==> src/rtl/qpi_wb_pkg.sv <==
// Shared types and sizing helpers for the multi-channel QPI-to-Wishbone bridge.
package qpi_wb_pkg;

  typedef enum logic [1:0] {
    ST_IDLE  = 2'd0,
    ST_ISSUE = 2'd1,
    ST_DRAIN = 2'd2
  } state_e;

  // Bits needed to count 0..n inclusive (never less than one).
  function automatic int cnt_width(input int n);
    return (n < 2) ? 1 : $clog2(n + 1);
  endfunction

  // Bits needed to index n items (never less than one).
  function automatic int idx_width(input int n);
    return (n < 2) ? 1 : $clog2(n);
  endfunction

endpackage

==> src/rtl/qpi_wb_arb.sv <==
// Request arbiter: fixed lowest-index priority, or round-robin when
// QPI_WB_MC_BRIDGE_RR_EN is defined.
module qpi_wb_arb
  import qpi_wb_pkg::*;
#(
  parameter int NCH = 2,
  parameter int IW  = idx_width(NCH)
) (
`ifdef QPI_WB_MC_BRIDGE_RR_EN
  input  logic           clk,
  input  logic           rst,
  input  logic           take_i,
`endif
  input  logic [NCH-1:0] req_i,
  output logic           gnt_valid_o,
  output logic [IW-1:0]  gnt_idx_o,
  output logic [NCH-1:0] gnt_oh_o
);

`ifdef QPI_WB_MC_BRIDGE_RR_EN
  logic [IW-1:0] ptr_q, ptr_d;

  // Scan downward from ptr+NCH-1 to ptr so the channel nearest the pointer wins.
  always_comb begin
    int c;
    c           = 0;
    gnt_valid_o = 1'b0;
    gnt_idx_o   = '0;
    for (int k = NCH - 1; k >= 0; k--) begin
      c = int'(ptr_q) + k;
      if (c >= NCH) c = c - NCH;
      if (req_i[c]) begin
        gnt_valid_o = 1'b1;
        gnt_idx_o   = IW'(c);
      end
    end
  end

  always_comb begin
    ptr_d = ptr_q;
    if (take_i && gnt_valid_o) begin
      ptr_d = (int'(gnt_idx_o) == NCH - 1) ? '0 : gnt_idx_o + IW'(1);
    end
  end

  always_ff @(posedge clk) begin
    if (rst) ptr_q <= '0;
    else     ptr_q <= ptr_d;
  end
`else
  always_comb begin
    gnt_valid_o = 1'b0;
    gnt_idx_o   = '0;
    for (int c = NCH - 1; c >= 0; c--) begin
      if (req_i[c]) begin
        gnt_valid_o = 1'b1;
        gnt_idx_o   = IW'(c);
      end
    end
  end
`endif

  assign gnt_oh_o = gnt_valid_o ? (NCH'(1) << gnt_idx_o) : '0;

endmodule

==> src/rtl/qpi_wb_mc_bridge.sv <==
// NCH QPI-style burst requesters onto one pipelined Wishbone B4 master.
// Define QPI_WB_MC_BRIDGE_RR_EN for round-robin arbitration (default: fixed priority).
module qpi_wb_mc_bridge
  import qpi_wb_pkg::*;
#(
  parameter int NCH       = 2,
  parameter int AW        = 23,
  parameter int DW        = 32,
  parameter int MAX_OUTST = 4
) (
  input  logic              clk,
  input  logic              rst,
  input  logic [NCH-1:0]    qpi_do_read,
  input  logic [NCH-1:0]    qpi_do_write,
  input  logic [NCH*AW-1:0] qpi_addr,
  input  logic [NCH*DW-1:0] qpi_wdata,
  output logic [DW-1:0]     qpi_rdata,
  output logic [NCH-1:0]    qpi_next_word,
  output logic [NCH-1:0]    qpi_is_idle,
  output logic              o_wb_cyc,
  output logic              o_wb_stb,
  output logic              o_wb_we,
  output logic [AW-1:0]     o_wb_addr,
  output logic [DW-1:0]     o_wb_data,
  output logic [DW/8-1:0]   o_wb_sel,
  input  logic              i_wb_ack,
  input  logic              i_wb_stall,
  input  logic [DW-1:0]     i_wb_data
);

  localparam int CW = cnt_width(MAX_OUTST);
  localparam int IW = idx_width(NCH);

  state_e        state_q, state_d;
  logic [IW-1:0] chan_q, chan_d;
  logic [AW-1:0] addr_q, addr_d;
  logic [DW-1:0] data_q, data_d;
  logic [DW-1:0] rdata_q;
  logic [CW-1:0] outst_q, outst_d;
  logic [1:0]    gap_q, gap_d;
  logic [NCH-1:0] nw_q;
  logic          we_q, we_d;
  logic          cyc_q, cyc_d;
  logic          stb_q, stb_d;

  logic           gnt_valid;
  logic [IW-1:0]  gnt_idx;
  logic [NCH-1:0] gnt_oh;
  logic [NCH-1:0] chan_oh;
  logic           req_rd, req_wr, req_act;
  logic           accept, ack_ok, cap_ok;
  logic           rd_pulse, wr_pulse;
  logic [AW-1:0]  gnt_addr;
  logic [DW-1:0]  gnt_wdata, cur_wdata;

  qpi_wb_arb #(.NCH(NCH), .IW(IW)) u_arb (
`ifdef QPI_WB_MC_BRIDGE_RR_EN
    .clk         (clk),
    .rst         (rst),
    .take_i      (state_q == ST_IDLE),
`endif
    .req_i       (qpi_do_read | qpi_do_write),
    .gnt_valid_o (gnt_valid),
    .gnt_idx_o   (gnt_idx),
    .gnt_oh_o    (gnt_oh)
  );

  assign gnt_addr  = qpi_addr[int'(gnt_idx)*AW +: AW];
  assign gnt_wdata = qpi_wdata[int'(gnt_idx)*DW +: DW];
  assign cur_wdata = qpi_wdata[int'(chan_q)*DW +: DW];
  assign chan_oh   = NCH'(1) << chan_q;

  assign req_rd  = qpi_do_read[chan_q];
  assign req_wr  = qpi_do_write[chan_q];
  assign req_act = we_q ? req_wr : req_rd;

  assign accept = stb_q & ~i_wb_stall;
  // Acks with nothing outstanding (e.g. stragglers from before a reset) are dropped.
  assign ack_ok = i_wb_ack & (outst_q != '0);

  always_comb begin
    unique case ({accept, ack_ok})
      2'b10:   outst_d = outst_q + CW'(1);
      2'b01:   outst_d = outst_q - CW'(1);
      default: outst_d = outst_q;
    endcase
  end

  assign cap_ok = (outst_d < CW'(MAX_OUTST));

  assign rd_pulse = ack_ok & ~we_q & req_rd & (state_q == ST_ISSUE);
  assign wr_pulse = accept & we_q;

  always_comb begin
    state_d = state_q;
    chan_d  = chan_q;
    addr_d  = addr_q;
    data_d  = data_q;
    we_d    = we_q;
    cyc_d   = cyc_q;
    stb_d   = stb_q;
    gap_d   = gap_q;

    if (accept) addr_d = addr_q + AW'(1);

    case (state_q)
      ST_IDLE: begin
        if (gnt_valid) begin
          state_d = ST_ISSUE;
          chan_d  = gnt_idx;
          addr_d  = gnt_addr;
          we_d    = |(qpi_do_write & gnt_oh);
          data_d  = gnt_wdata;
          cyc_d   = 1'b1;
          stb_d   = 1'b1;
          gap_d   = 2'd0;
        end
      end
      ST_ISSUE: begin
        if (!req_act) begin
          state_d = ST_DRAIN;
          stb_d   = 1'b0;
        end else if (!we_q) begin
          stb_d = cap_ok;
        end else if (stb_q) begin
          // Write beat: one strobe, then wait for the requester to refresh wdata.
          if (accept) begin
            stb_d = 1'b0;
            gap_d = 2'd2;
          end
        end else if (gap_q == 2'd2) begin
          gap_d = 2'd1;
        end else if (cap_ok) begin
          stb_d  = 1'b1;
          data_d = cur_wdata;
          gap_d  = 2'd0;
        end
      end
      ST_DRAIN: begin
        stb_d = 1'b0;
        if (outst_d == '0) begin
          state_d = ST_IDLE;
          cyc_d   = 1'b0;
        end
      end
      default: begin
        state_d = ST_IDLE;
        cyc_d   = 1'b0;
        stb_d   = 1'b0;
      end
    endcase
  end

  always_ff @(posedge clk) begin
    if (rst) begin
      state_q <= ST_IDLE;
      chan_q  <= '0;
      addr_q  <= '0;
      data_q  <= '0;
      we_q    <= 1'b0;
      cyc_q   <= 1'b0;
      stb_q   <= 1'b0;
      gap_q   <= 2'd0;
      outst_q <= '0;
      nw_q    <= '0;
      rdata_q <= '0;
    end else begin
      state_q <= state_d;
      chan_q  <= chan_d;
      addr_q  <= addr_d;
      data_q  <= data_d;
      we_q    <= we_d;
      cyc_q   <= cyc_d;
      stb_q   <= stb_d;
      gap_q   <= gap_d;
      outst_q <= outst_d;
      nw_q    <= (rd_pulse | wr_pulse) ? chan_oh : '0;
      rdata_q <= rd_pulse ? i_wb_data : rdata_q;
    end
  end

  for (genvar gi = 0; gi < NCH; gi++) begin : g_idle
    assign qpi_is_idle[gi] = ~(qpi_do_read[gi] | qpi_do_write[gi]) &
                             ~((chan_q == IW'(gi)) & (state_q != ST_IDLE));
  end

  assign qpi_rdata     = rdata_q;
  assign qpi_next_word = nw_q;
  assign o_wb_cyc      = cyc_q;
  assign o_wb_stb      = stb_q;
  assign o_wb_we       = we_q & cyc_q;
  assign o_wb_addr     = addr_q;
  assign o_wb_data     = data_q;
  assign o_wb_sel      = '1;

endmodule

==> config.mk <==
export PLATFORM = sky130hd
export DESIGN_NAME = qpi_wb_mc_bridge
export DESIGN_NICKNAME = d
export VERILOG_FILES = /design/src/rtl/qpi_wb_pkg.sv /design/src/rtl/qpi_wb_arb.sv /design/src/rtl/qpi_wb_mc_bridge.sv
export SDC_FILE = /design/constraint.sdc
export NUM_CORES = 1
export LEC_CHECK = 0
export BUFFER_PORTS_ARGS = -buffer_cell sky130_fd_sc_hd__buf_2
export CORE_ASPECT_RATIO = 1.25
export CORE_MARGIN = 2
export CORE_UTILIZATION = 46
export DETAILED_ROUTE_END_ITERATION = 10
export PLACE_DENSITY = 0.8
export SKIP_LAST_GASP = 1
export SYNTH_ARGS = -nofsm -noshare
export SYNTH_HDL_FRONTEND = slang
export SYNTH_SLANG_ARGS = --single-unit
export TNS_END_PERCENT = 20
==> constraint.sdc <==
create_clock -name clk -period 3.3 [get_ports clk]
set_input_delay 0.495 -clock clk [delete_from_list [all_inputs] [get_ports clk]]
set_output_delay 0.495 -clock clk [all_outputs]
set_load 0.02 [all_outputs]
==> results of run 1 <==
-- through the flow --
| stage | total power [mW] | worst slack, ns | instance area (sq um) | hold slack (ns) | instances |
|---|---|---|---|---|---|
| detailed placement | 3.00 | 0.387 | 6240 | 0.447 | 907 |
| CTS | 4.07 | 0.383 | 6540 | 0.377 | 923 |
| global placement | 2.95 | 0.537 | 6240 | 0.440 | 907 |
| finish | 4.04 | 0.390 | 6540 | 0.389 | 923 |
| floorplan | 2.59 | 0.421 | 4980 | 0.478 | 565 |
| global route | 4.26 | 0.193 | 6540 | 0.387 | 923 |
-- Yosys cell counts, types with 2 or more instances --
master	instances	area, sq um
or4_1	2	15.0
nor4_2	4	50.1
nand3_1	6	30.0
buf_6	4	45.0
or3_1	2	12.5
xnor2_1	15	131
a211oi_1	11	82.6
nand2_1	94	353
xor2_1	8	70.1
a21oi_1	51	255
and2_1	2	12.5
or2_2	4	25.0
nand4_1	6	37.5
and3_1	4	25.0
o22a_1	5	43.8
nor2_1	47	176
a311oi_1	3	26.3
nor2_2	10	62.6
o21a_1	2	15.0
dfxtp_1	100	2000
inv_1	9	33.8
a211oi_2	32	400
o21ai_0	6	30.0
o221ai_1	11	96.3
buf_2	9	45.0
mux2i_1	35	350
a221oi_1	7	61.3
a31oi_1	2	12.5
buf_4	11	82.6
nor3_1	11	55.1
clkbuf_1	21	78.8
nor4_1	2	12.5
o22ai_1	2	12.5
nor2b_1	7	43.8
ha_1	2	25.0
-- layout make-up --
type / count / area [sq um] / area share, %
Clock buffer: 10 / 239 / 3.65
Clock inverter: 6 / 63.8 / 0.976
Inverter: 9 / 33.8 / 0.517
Multi-Input combinational cell: 410 / 2710 / 41.4
Sequential cell: 100 / 2000 / 30.6
Tap cell: 132 / 165 / 2.53
Timing Repair Buffer: 256 / 1330 / 20.3
-- final timing paths --
kind	startpoint	endpoint	slack [ns]
worst min register to register	qpi_rdata[12]	qpi_rdata[12]	0.45
worst max register to register	outst_q[2]	o_wb_data[25]	0.39
worst max-delay path	outst_q[2]	o_wb_data[25]	0.39
worst min-delay path	i_wb_data[26]	qpi_rdata[26]	0.39
-- placed cells by master (no fill, tap or decap), drive strengths merged, types with 5 or more instances in the layout --
cell,Yosys,layout
buf,24,256
nor4,6,6
a221oi,7,7
nand3,6,6
nand4,7,7
inv,9,9
clkbuf,22,10
o21ai,7,7
nor2,57,57
nand2,94,94
nor3,11,11
o22a,5,5
xor2,8,8
a21oi,52,52
xnor2,15,15
a211oi,43,43
nor2b,7,7
dfxtp,100,100
mux2i,35,35
o221ai,11,11
-- kinds of logic (layout without fill, tap and decap cells) --
family                   Yosys count  after routing  share of synthesized area (%)
AO/OA/AOI/OAI                    138            138                           22.2
XOR/XNOR                          23             23                           4.05
adder cells (fa/ha/maj)            3              3                          0.907
buffers and inverters             55            281                           5.89
flip-flops                       100            100                           40.3
multiplexers                      35             35                           7.05
other                              1              4                         0.0755
AND/OR/NAND/NOR                  207            207                           19.5
-- tightest hold or removal path: stages --
cell and delay, ns:
buf_2 0.09, nand2_1 0.05, a21oi_1 0.05
-- routing by layer --
metal  global-route usage [%]  wire, um
met5                        0         0
met2                     40.5      6990
met4                     10.5       398
met1                     25.8      5430
met3                     4.16       794
-- where the power goes --
part	total (mW)	switching, mW	internal (mW)
clock network	1.07	0.459	0.607
logic	1.42	0.864	0.555
registers	1.56	0.159	1.40
-- flip-flops by register name, summed over array words and instances, names as in the netlist --
register / count
o_wb_data: 32
qpi_rdata: 32
o_wb_addr: 23
outst_q: 3
gap_q: 2
qpi_next_word: 2
state_q: 2
chan_q: 1
o_wb_cyc: 1
o_wb_stb: 1
we_q: 1
==> results.sh, run 1 <==
export IMPL_diodes=0
export IMPL_max_stage_delay_ns=0.43
export IMPL_critPathArrivalTime_ns=3.10
export IMPL_place_hpwl_um=10200
export IMPL_endpoint_kind="register"
export IMPL_syn_inst=562
export IMPL_async_flop_share_pct=0
export IMPL_fin_util_pct=61.9
export IMPL_synth_edf_count=0
export IMPL_fin_skew_ns=0.00660
export IMPL_crit_type="reg -> reg"
export IMPL_wl_um=13600
export IMPL_synth_flop_cell="dfxtp_1"
export IMPL_die_area_sq_mm=0.0117
export IMPL_slew_violations=0
export IMPL_required_ns=3.49
export IMPL_hold_buffers=0
export IMPL_place_gp_congestion=0.885
export IMPL_fmax_mhz=344
export IMPL_worst_pin_slew_ns=0.794
export IMPL_whs_path_depth=3
export IMPL_cts_buffers=9
export IMPL_setup_viol=0
export IMPL_outcome="complete, no violations"
export IMPL_cap_violations=0
export IMPL_hold_class="in -> reg"
export IMPL_drive_above_1_share_pct=41.5
export IMPL_first_pass_iters=5
export IMPL_power_density_mw_per_mm2=618
export IMPL_coreArea_sq_mm=0.0106
export IMPL_cts_max_level=3
export IMPL_rows=42
export IMPL_cp_start_kind="register"
export IMPL_start_util_pct=47.0
export IMPL_path_depth=12
export IMPL_rsz0062_at_grt="no"
export IMPL_port_buffers=243
export IMPL_period_share_pct=88.2
export IMPL_synth_distinct_cells=50
export IMPL_crit_family="simple AND/OR/NAND/NOR gates"
export IMPL_track_usage_pct=22.5
export IMPL_yosys_warnings=0
export IMPL_path_common_cell="inv_1"
export IMPL_antenna_found_initial=0
export IMPL_die_h_um=120
export IMPL_cts_resized=0
export IMPL_clkTransAtPathRegs_ns=0.07
export IMPL_io_pins=248
export IMPL_synth_seq_cells=100
export IMPL_min_period_ns=2.91
export IMPL_setup_tns_ns=0
export IMPL_clk_latency_ns=0.34
export IMPL_drc=0
export IMPL_clockRootBuffer="clkbuf_16"
export IMPL_drt_iter0_drc=203
export IMPL_clock_sinks=100
export IMPL_die_w_um=97.0
export IMPL_max_slew_margin_pct=47.1
export IMPL_final_hold_viol_count=0
export IMPL_cts_setup_buffers=0
export IMPL_first_global_vias=4708
export IMPL_worstPathCellList="nor3_1 -> nand2b_1 -> inv_1 -> ha_1 -> inv_1 -> fa_1 -> xor2_1 -> or4_1 -> and4_2 -> buf_12 -> nor2_1 -> a211oi_2"
export IMPL_fin_nets=939
export IMPL_cp_max_fo=52
export IMPL_synth_avg_cell_area_sq_um=8.84
export IMPL_cpMaxStageDelayCell="dfxtp_1"
export IMPL_cp_num_buf_inv=3
export IMPL_routed_via_density=5.35
export IMPL_synth_seq_area_share_pct=40.3
export IMPL_ctsLongestPathBuffers=2
export IMPL_grt_pass1_wl_um=21800
export IMPL_post_drt_wl_per_cell_um=14.8
export IMPL_syn_to_final_growth_pct=31.6
export IMPL_overflow=0
export IMPL_cts_tree="yes"
export IMPL_ir_drop_uv=361
export IMPL_reg2reg_depth=12
export IMPL_syn_cell_area_sq_mm=0.00497
export IMPL_vias=4941
export IMPL_leakagePower_nw=3.02
export IMPL_drtAntennaViolNets=0
export IMPL_fillerInstances=899
export IMPL_grt_max_degree=64
(Power assumes the default switching activity.)
==> inputs of run 2 (changes only) <==
--- a/config.mk
+++ b/config.mk
@@ -7,10 +7,9 @@
 export LEC_CHECK = 0
 export BUFFER_PORTS_ARGS = -buffer_cell sky130_fd_sc_hd__buf_2
 export CORE_ASPECT_RATIO = 1.25
-export CORE_MARGIN = 2
-export CORE_UTILIZATION = 46
+export CORE_UTILIZATION = 42
 export DETAILED_ROUTE_END_ITERATION = 10
-export PLACE_DENSITY = 0.8
+export PLACE_DENSITY = 0.77
 export SKIP_LAST_GASP = 1
 export SYNTH_ARGS = -nofsm -noshare
 export SYNTH_HDL_FRONTEND = slang
==> constraint.sdc (replaced) <==
create_clock -name clk -period 2.37 [get_ports clk]
set_input_delay 0.3555 -clock clk [delete_from_list [all_inputs] [get_ports clk]]
set_output_delay 0.3555 -clock clk [all_outputs]
set_load 0.02 [all_outputs]
==> run 2 against run 1 <==
- the run now ends with negative setup slack left
- register-to-register slack worse by 0.41 ns
- core utilization fell by 2.8 points
- clock power is 29% higher
- critical path depth down 1
- global-route usage shrank 1.4 points
- setup slack worse by 0.41 ns
- clock skew grew 0.0018 ns
- critical path type unchanged
==> results.sh, run 2 (synthesis results as in run 1) <==
export IMPL_outcome="finished with violations"
export IMPL_violations="negative setup slack"
export IMPL_switching_power_mw=2.19
export IMPL_drt_iter0_drc=174
export IMPL_drive_above_1_share_pct=46.6
export IMPL_die_area_sq_mm=0.0123
export IMPL_place_hpwl_um=9900
export IMPL_slew_violations=0
export IMPL_ctsLongestPathBuffers=2
export IMPL_critPathLaunch="outst_q[2]"
export IMPL_overflow=0
export IMPL_power_frac_seq_pct=36.9
export IMPL_antenna_found_initial=0
export IMPL_r2r_setup_slack_ns=-0.02
export IMPL_clock_sinks=100
export IMPL_min_to="qpi_rdata[15]"
export IMPL_wl_um=13600
export IMPL_track_usage_pct=21.1
export IMPL_grtUsageMet2_pct=36.9
export IMPL_ir_drop_uv=429
export IMPL_fin_util_pct=59.1
export IMPL_post_drt_wl_per_cell_um=14.4
export IMPL_r2r_start="outst_q[2]"
export IMPL_first_global_vias=4365
export IMPL_fin_ws_ns=-0.0169
export IMPL_rsz0062_at_grt="yes"
export IMPL_hold_buffers=0
export IMPL_io_pins=248
export IMPL_final_cell_mix="242 x buf_2, 96 x dfxtp_1, 94 x nand2_1"
export IMPL_max_slew_margin_pct=17.3
export IMPL_cts_buffers=9
export IMPL_clk_latency_ns=0.34
export IMPL_fmax_mhz=419
export IMPL_coreArea_sq_mm=0.0116
export IMPL_switching_share_pct=37.1
export IMPL_worst_pin_slew_ns=1.24
export IMPL_cp_max_fo=8
export IMPL_place_gp_congestion=0.860
export IMPL_critPathArrivalTime_ns=2.63
export IMPL_cts_max_level=3
export IMPL_drc=0
export IMPL_period_share_pct=101
export IMPL_crit_type="reg -> reg"
export IMPL_die_w_um=99.3
export IMPL_layout_commonest_cell="buf_2"
export IMPL_hold_class="in -> reg"
export IMPL_required_ns=2.62
export IMPL_power_frac_comb_pct=39.7
export IMPL_p_int_mw=3.72
export IMPL_worstHoldStart="i_wb_data[15]"
export IMPL_whs_path_depth=3
export IMPL_clockRootBuffer="clkbuf_16"
export IMPL_cp_start_kind="register"
export IMPL_final_hold_viol_count=0
export IMPL_pwr_share_clk_pct=23.4
export IMPL_drtAntennaViolNets=0
export IMPL_fin_nets=953
export IMPL_die_h_um=124
export IMPL_leakagePower_nw=3.13
export IMPL_rr_endpoint="o_wb_data[30]"
export IMPL_top_usage_layer="met2"
export IMPL_met1_usage_pct=25.7
export IMPL_grt_max_degree=46
export IMPL_vias=4911
export IMPL_port_buffers=243
export IMPL_grt_pass1_wl_um=20700
export IMPL_cap_violations=0
export IMPL_syn_to_final_growth_pct=37.4
export IMPL_diodes=0
export IMPL_preCtsSetupSlack_ns=-0.0590
export IMPL_p_total_mw=5.91
export IMPL_routed_via_density=5.21
export IMPL_first_pass_iters=5
export IMPL_rows=44
export IMPL_hold_slack_ns=0.245
export IMPL_clkTransAtPathRegs_ns=0.07
export IMPL_start_util_pct=43.0
export IMPL_use_met3_pct=3.65
export IMPL_endpoint_kind="register"
export IMPL_setup_viol=3
export IMPL_min_period_ns=2.39
export IMPL_power_density_mw_per_mm2=865
export IMPL_cts_tree="yes"
export IMPL_reg2reg_depth=11
export IMPL_fin_skew_ns=0.00838
-- run 2: power groups by stage --
stage          Combinational, mW  Clock, mW  Sequential, mW
2_1_floorplan               1.26          0            2.46
3_3_place_gp                2.16          0            2.20
3_5_place_dp                2.20          0            2.20
4_1_cts                     2.22       1.43            2.17
5_1_grt                     2.53       1.48            2.21
6_report                    2.34       1.38            2.18
-- run 2: area by class of cell --
type	instances	area, sq um
clock inverters	5	36.3
multi-input cells	410	2820
inverters	9	33.8
well taps	138	173
repair buffers	270	1510
fillers	1059	4730
clock buffers	11	243
flip-flops and latches	100	2010
-- run 2: metrics by stage --
stage	TNS [ns]	std cells	area [sq um]
CTS	-0.465	939	6720
detailed placement	-1.18	923	6430
finish	-0.0222	943	6830
global route	-2.98	943	6830
global placement	-0.0324	923	6430
floorplan	-9.12	565	5080
-- run 2: per-layer routing --
| metal | up-vias | share of wire (%) |
|---|---|---|
| met1 | 2249 | 42 |
| met4 | 0 | 2.5 |
| met5 | - | 0 |
| met3 | 23 | 6.0 |
| li1 | 2461 | - |
| met2 | 178 | 50 |
-- run 2: repair_timing --
item                                    in CTS  in global routing
resized for setup                            5                 10
buffers inserted                             0                  1
endpoints found under the setup margin      34                 44
cloned                                       0                  3
-- run 2: worst max-delay path by stage --
stage | endpoint | slack (ns)
3_5_place_dp | o_wb_data[12] | -0.06
3_3_place_gp | o_wb_data[13] | -0.02
5_1_grt | o_wb_data[30] | -0.10
2_1_floorplan | o_wb_data[3] | -0.29
4_1_cts | o_wb_data[27] | -0.04
6_report | o_wb_data[30] | -0.02
-- run 2: worst max-delay path: stages, from the launching register on --
cell	delay [ns]
dfxtp_2	0.34
nor3_2	0.05
nand2b_4	0.14
inv_2	0.06
ha_4	0.13
inv_2	0.03
fa_2	0.34
xor2_2	0.16
or4_1	0.39
and4_4	0.27
buf_6	0.16
a211oi_2	0.22
==> inputs of run 3 (changes only) <==
--- a/config.mk
+++ b/config.mk
@@ -6,10 +6,12 @@
 export NUM_CORES = 1
 export LEC_CHECK = 0
 export BUFFER_PORTS_ARGS = -buffer_cell sky130_fd_sc_hd__buf_2
+export CELL_PAD_IN_SITES_DETAIL_PLACEMENT = 1
+export CELL_PAD_IN_SITES_GLOBAL_PLACEMENT = 1
 export CORE_ASPECT_RATIO = 1.25
-export CORE_UTILIZATION = 42
+export CORE_UTILIZATION = 30
 export DETAILED_ROUTE_END_ITERATION = 10
-export PLACE_DENSITY = 0.77
+export PLACE_DENSITY = 0.76
 export SKIP_LAST_GASP = 1
 export SYNTH_ARGS = -nofsm -noshare
 export SYNTH_HDL_FRONTEND = slang
==> run 3 against run 2 <==
- the run still ends with negative setup slack left
- clock-buffer cell count shrank 1
- setup slack lost 0.0014 ns
- design area grew 1.6%
- clock skew grew 0.0038 ns
- first-iteration DRC count grew 1.1%
- sequential share of layout area shrank 0.45 points
- flip-flop and latch count is the same
- largest power group unchanged
- sequential power is essentially flat
- fmax is essentially flat
- non-clock buffer count grew 2
- via count grew 2.3%
- die area grew 39%
==> results.sh, run 3 (synthesis results as in run 1) <==
export IMPL_grt_pass1_wl_um=24300
export IMPL_routed_via_density=4.91
export IMPL_hold_slack_ns=0.248
export IMPL_die_w_um=117
export IMPL_rows=52
export IMPL_crit_type="reg -> reg"
export IMPL_start_util_pct=30.7
export IMPL_fillerInstances=1988
export IMPL_cts_tree="yes"
export IMPL_place_gp_congestion=0.787
export IMPL_syn_to_final_growth_pct=39.6
export IMPL_final_hold_viol_count=0
export IMPL_fin_ws_ns=-0.0183
export IMPL_p_total_mw=5.99
export IMPL_wl_um=15400
export IMPL_antenna_found_initial=0
export IMPL_fin_nets=955
export IMPL_clk_latency_ns=0.35
export IMPL_power_frac_comb_pct=39.2
export IMPL_cp_max_fo=22
export IMPL_fin_skew_ns=0.0122
export IMPL_rsz0062_at_grt="yes"
export IMPL_drtAntennaViolNets=0
export IMPL_clkTransAtPathRegs_ns=0.07
export IMPL_fin_util_pct=42.8
export IMPL_hold_class="in -> reg"
export IMPL_die_h_um=146
export IMPL_cts_max_level=3
export IMPL_power_frac_seq_pct=36.2
export IMPL_post_drt_wl_per_cell_um=15.1
export IMPL_min_period_ns=2.39
export IMPL_critPathArrivalTime_ns=2.61
export IMPL_ctsLongestPathBuffers=2
export IMPL_max_slew_margin_pct=50.4
export IMPL_period_share_pct=101
export IMPL_cp_start_kind="register"
export IMPL_grt_max_degree=49
export IMPL_overflow=0
export IMPL_track_usage_pct=18.0
export IMPL_cap_violations=0
export IMPL_setup_tns_ns=-0.0403
export IMPL_outcome="finished with violations"
export IMPL_switching_power_mw=2.22
export IMPL_first_pass_iters=4
export IMPL_io_pins=248
export IMPL_layout_commonest_cell="buf_2"
export IMPL_coreArea_sq_mm=0.0162
export IMPL_die_area_sq_mm=0.0171
export IMPL_port_buffers=243
export IMPL_drive_above_1_share_pct=47.0
export IMPL_drt_iter0_drc=176
export IMPL_cts_setup_buffers=0
export IMPL_endpoint_kind="register"
export IMPL_p_int_mw=3.78
export IMPL_vias=5025
export IMPL_first_global_vias=5120
export IMPL_power_density_mw_per_mm2=864
export IMPL_violations="negative setup slack"
export IMPL_clock_sinks=100
export IMPL_final_cell_mix="242 x buf_2, 96 x dfxtp_1, 94 x nand2_1"
export IMPL_finalNonFillerCells=1023
export IMPL_placedCellCount=1006
export IMPL_switching_share_pct=37.0
export IMPL_setup_viol=5
export IMPL_cts_buffers=9
export IMPL_pwr_share_clk_pct=24.7
export IMPL_drc=0
export IMPL_place_hpwl_um=11600
export IMPL_clockRootBuffer="clkbuf_16"
export IMPL_ir_drop_uv=294
export IMPL_fmax_mhz=419
export IMPL_required_ns=2.60
export IMPL_diodes=0
export IMPL_leakagePower_nw=3.13
export IMPL_worst_pin_slew_ns=0.744
export IMPL_slew_violations=0
## run 3: cell count changes in the layout (fill, tap and decap cells not counted), moves of 3 or more
| cell | delta |
|---|---|
| nor2_4 | -4 |
| buf_4 | +3 |
| nor2_2 | +6 |
| clkinvlp_4 | +3 |
## run 3: timing repair
action / in CTS / in global routing
hold buffers: 0 / 0
endpoints found under the hold margin: 0 / 0
cloned: 1 / 0
resized for setup: 11 / 3
setup endpoints to repair: 34 / 46
## run 3: final cells by class
type,instances,area (sq um),area share (%)
Multi-Input combinational cell,410,2810,40.5
Sequential cell,100,2010,29.0
Timing Repair Buffer,272,1520,21.9
Tap cell,216,270,3.90
Clock buffer,10,229,3.30
Clock inverter,6,65.1,0.938
Inverter,9,33.8,0.487
## run 3: per-stage QoR
step / setup WS [ns] / area, sq um
6_report: -0.0183 / 6940
5_1_grt: -0.141 / 6940
4_1_cts: -0.0404 / 6930
3_5_place_dp: -0.0948 / 6580
3_3_place_gp: -0.0119 / 6580
2_1_floorplan: -0.290 / 5080
## run 3: path summary, 6_finish.rpt
check / to / from / slack (ns) / cells after the start
max: o_wb_data[6] / outst_q[0] / -0.02 / 12
max reg2reg: o_wb_data[6] / outst_q[0] / -0.02 / 12
min: qpi_rdata[3] / i_wb_data[3] / 0.25 / 3
min reg2reg: qpi_rdata[18] / qpi_rdata[18] / 0.45 / 2
## run 3: critical path: stages, from the launching register on
cell      delay [ns]
dfxtp_2         0.34
nor3_2          0.05
nand2b_4        0.14
inv_2           0.07
ha_4            0.13
inv_2           0.03
fa_2            0.34
xor2_2          0.16
or4_1           0.40
and4_4          0.26
buf_12          0.18
nor2_2          0.11
a211oi_2        0.05
## run 3: per-layer routing
| layer | track usage, % | vias to the layer above | routed length [um] |
|---|---|---|---|
| met5 | 0 | - | 0 |
| met4 | 7.03 | 0 | 326 |
| met3 | 3.37 | 21 | 876 |
| met2 | 32.4 | 148 | 7860 |
| met1 | 20.5 | 2402 | 6360 |
| li1 | - | 2454 | - |
## run 3: power by group through the flow
stage	combinational, mW	clock (mW)	sequential, mW
floorplan	1.26	0	2.46
global placement	2.23	0	2.19
detailed placement	2.29	0	2.20
CTS	2.38	1.54	2.17
global route	2.56	1.61	2.21
finish	2.35	1.48	2.17
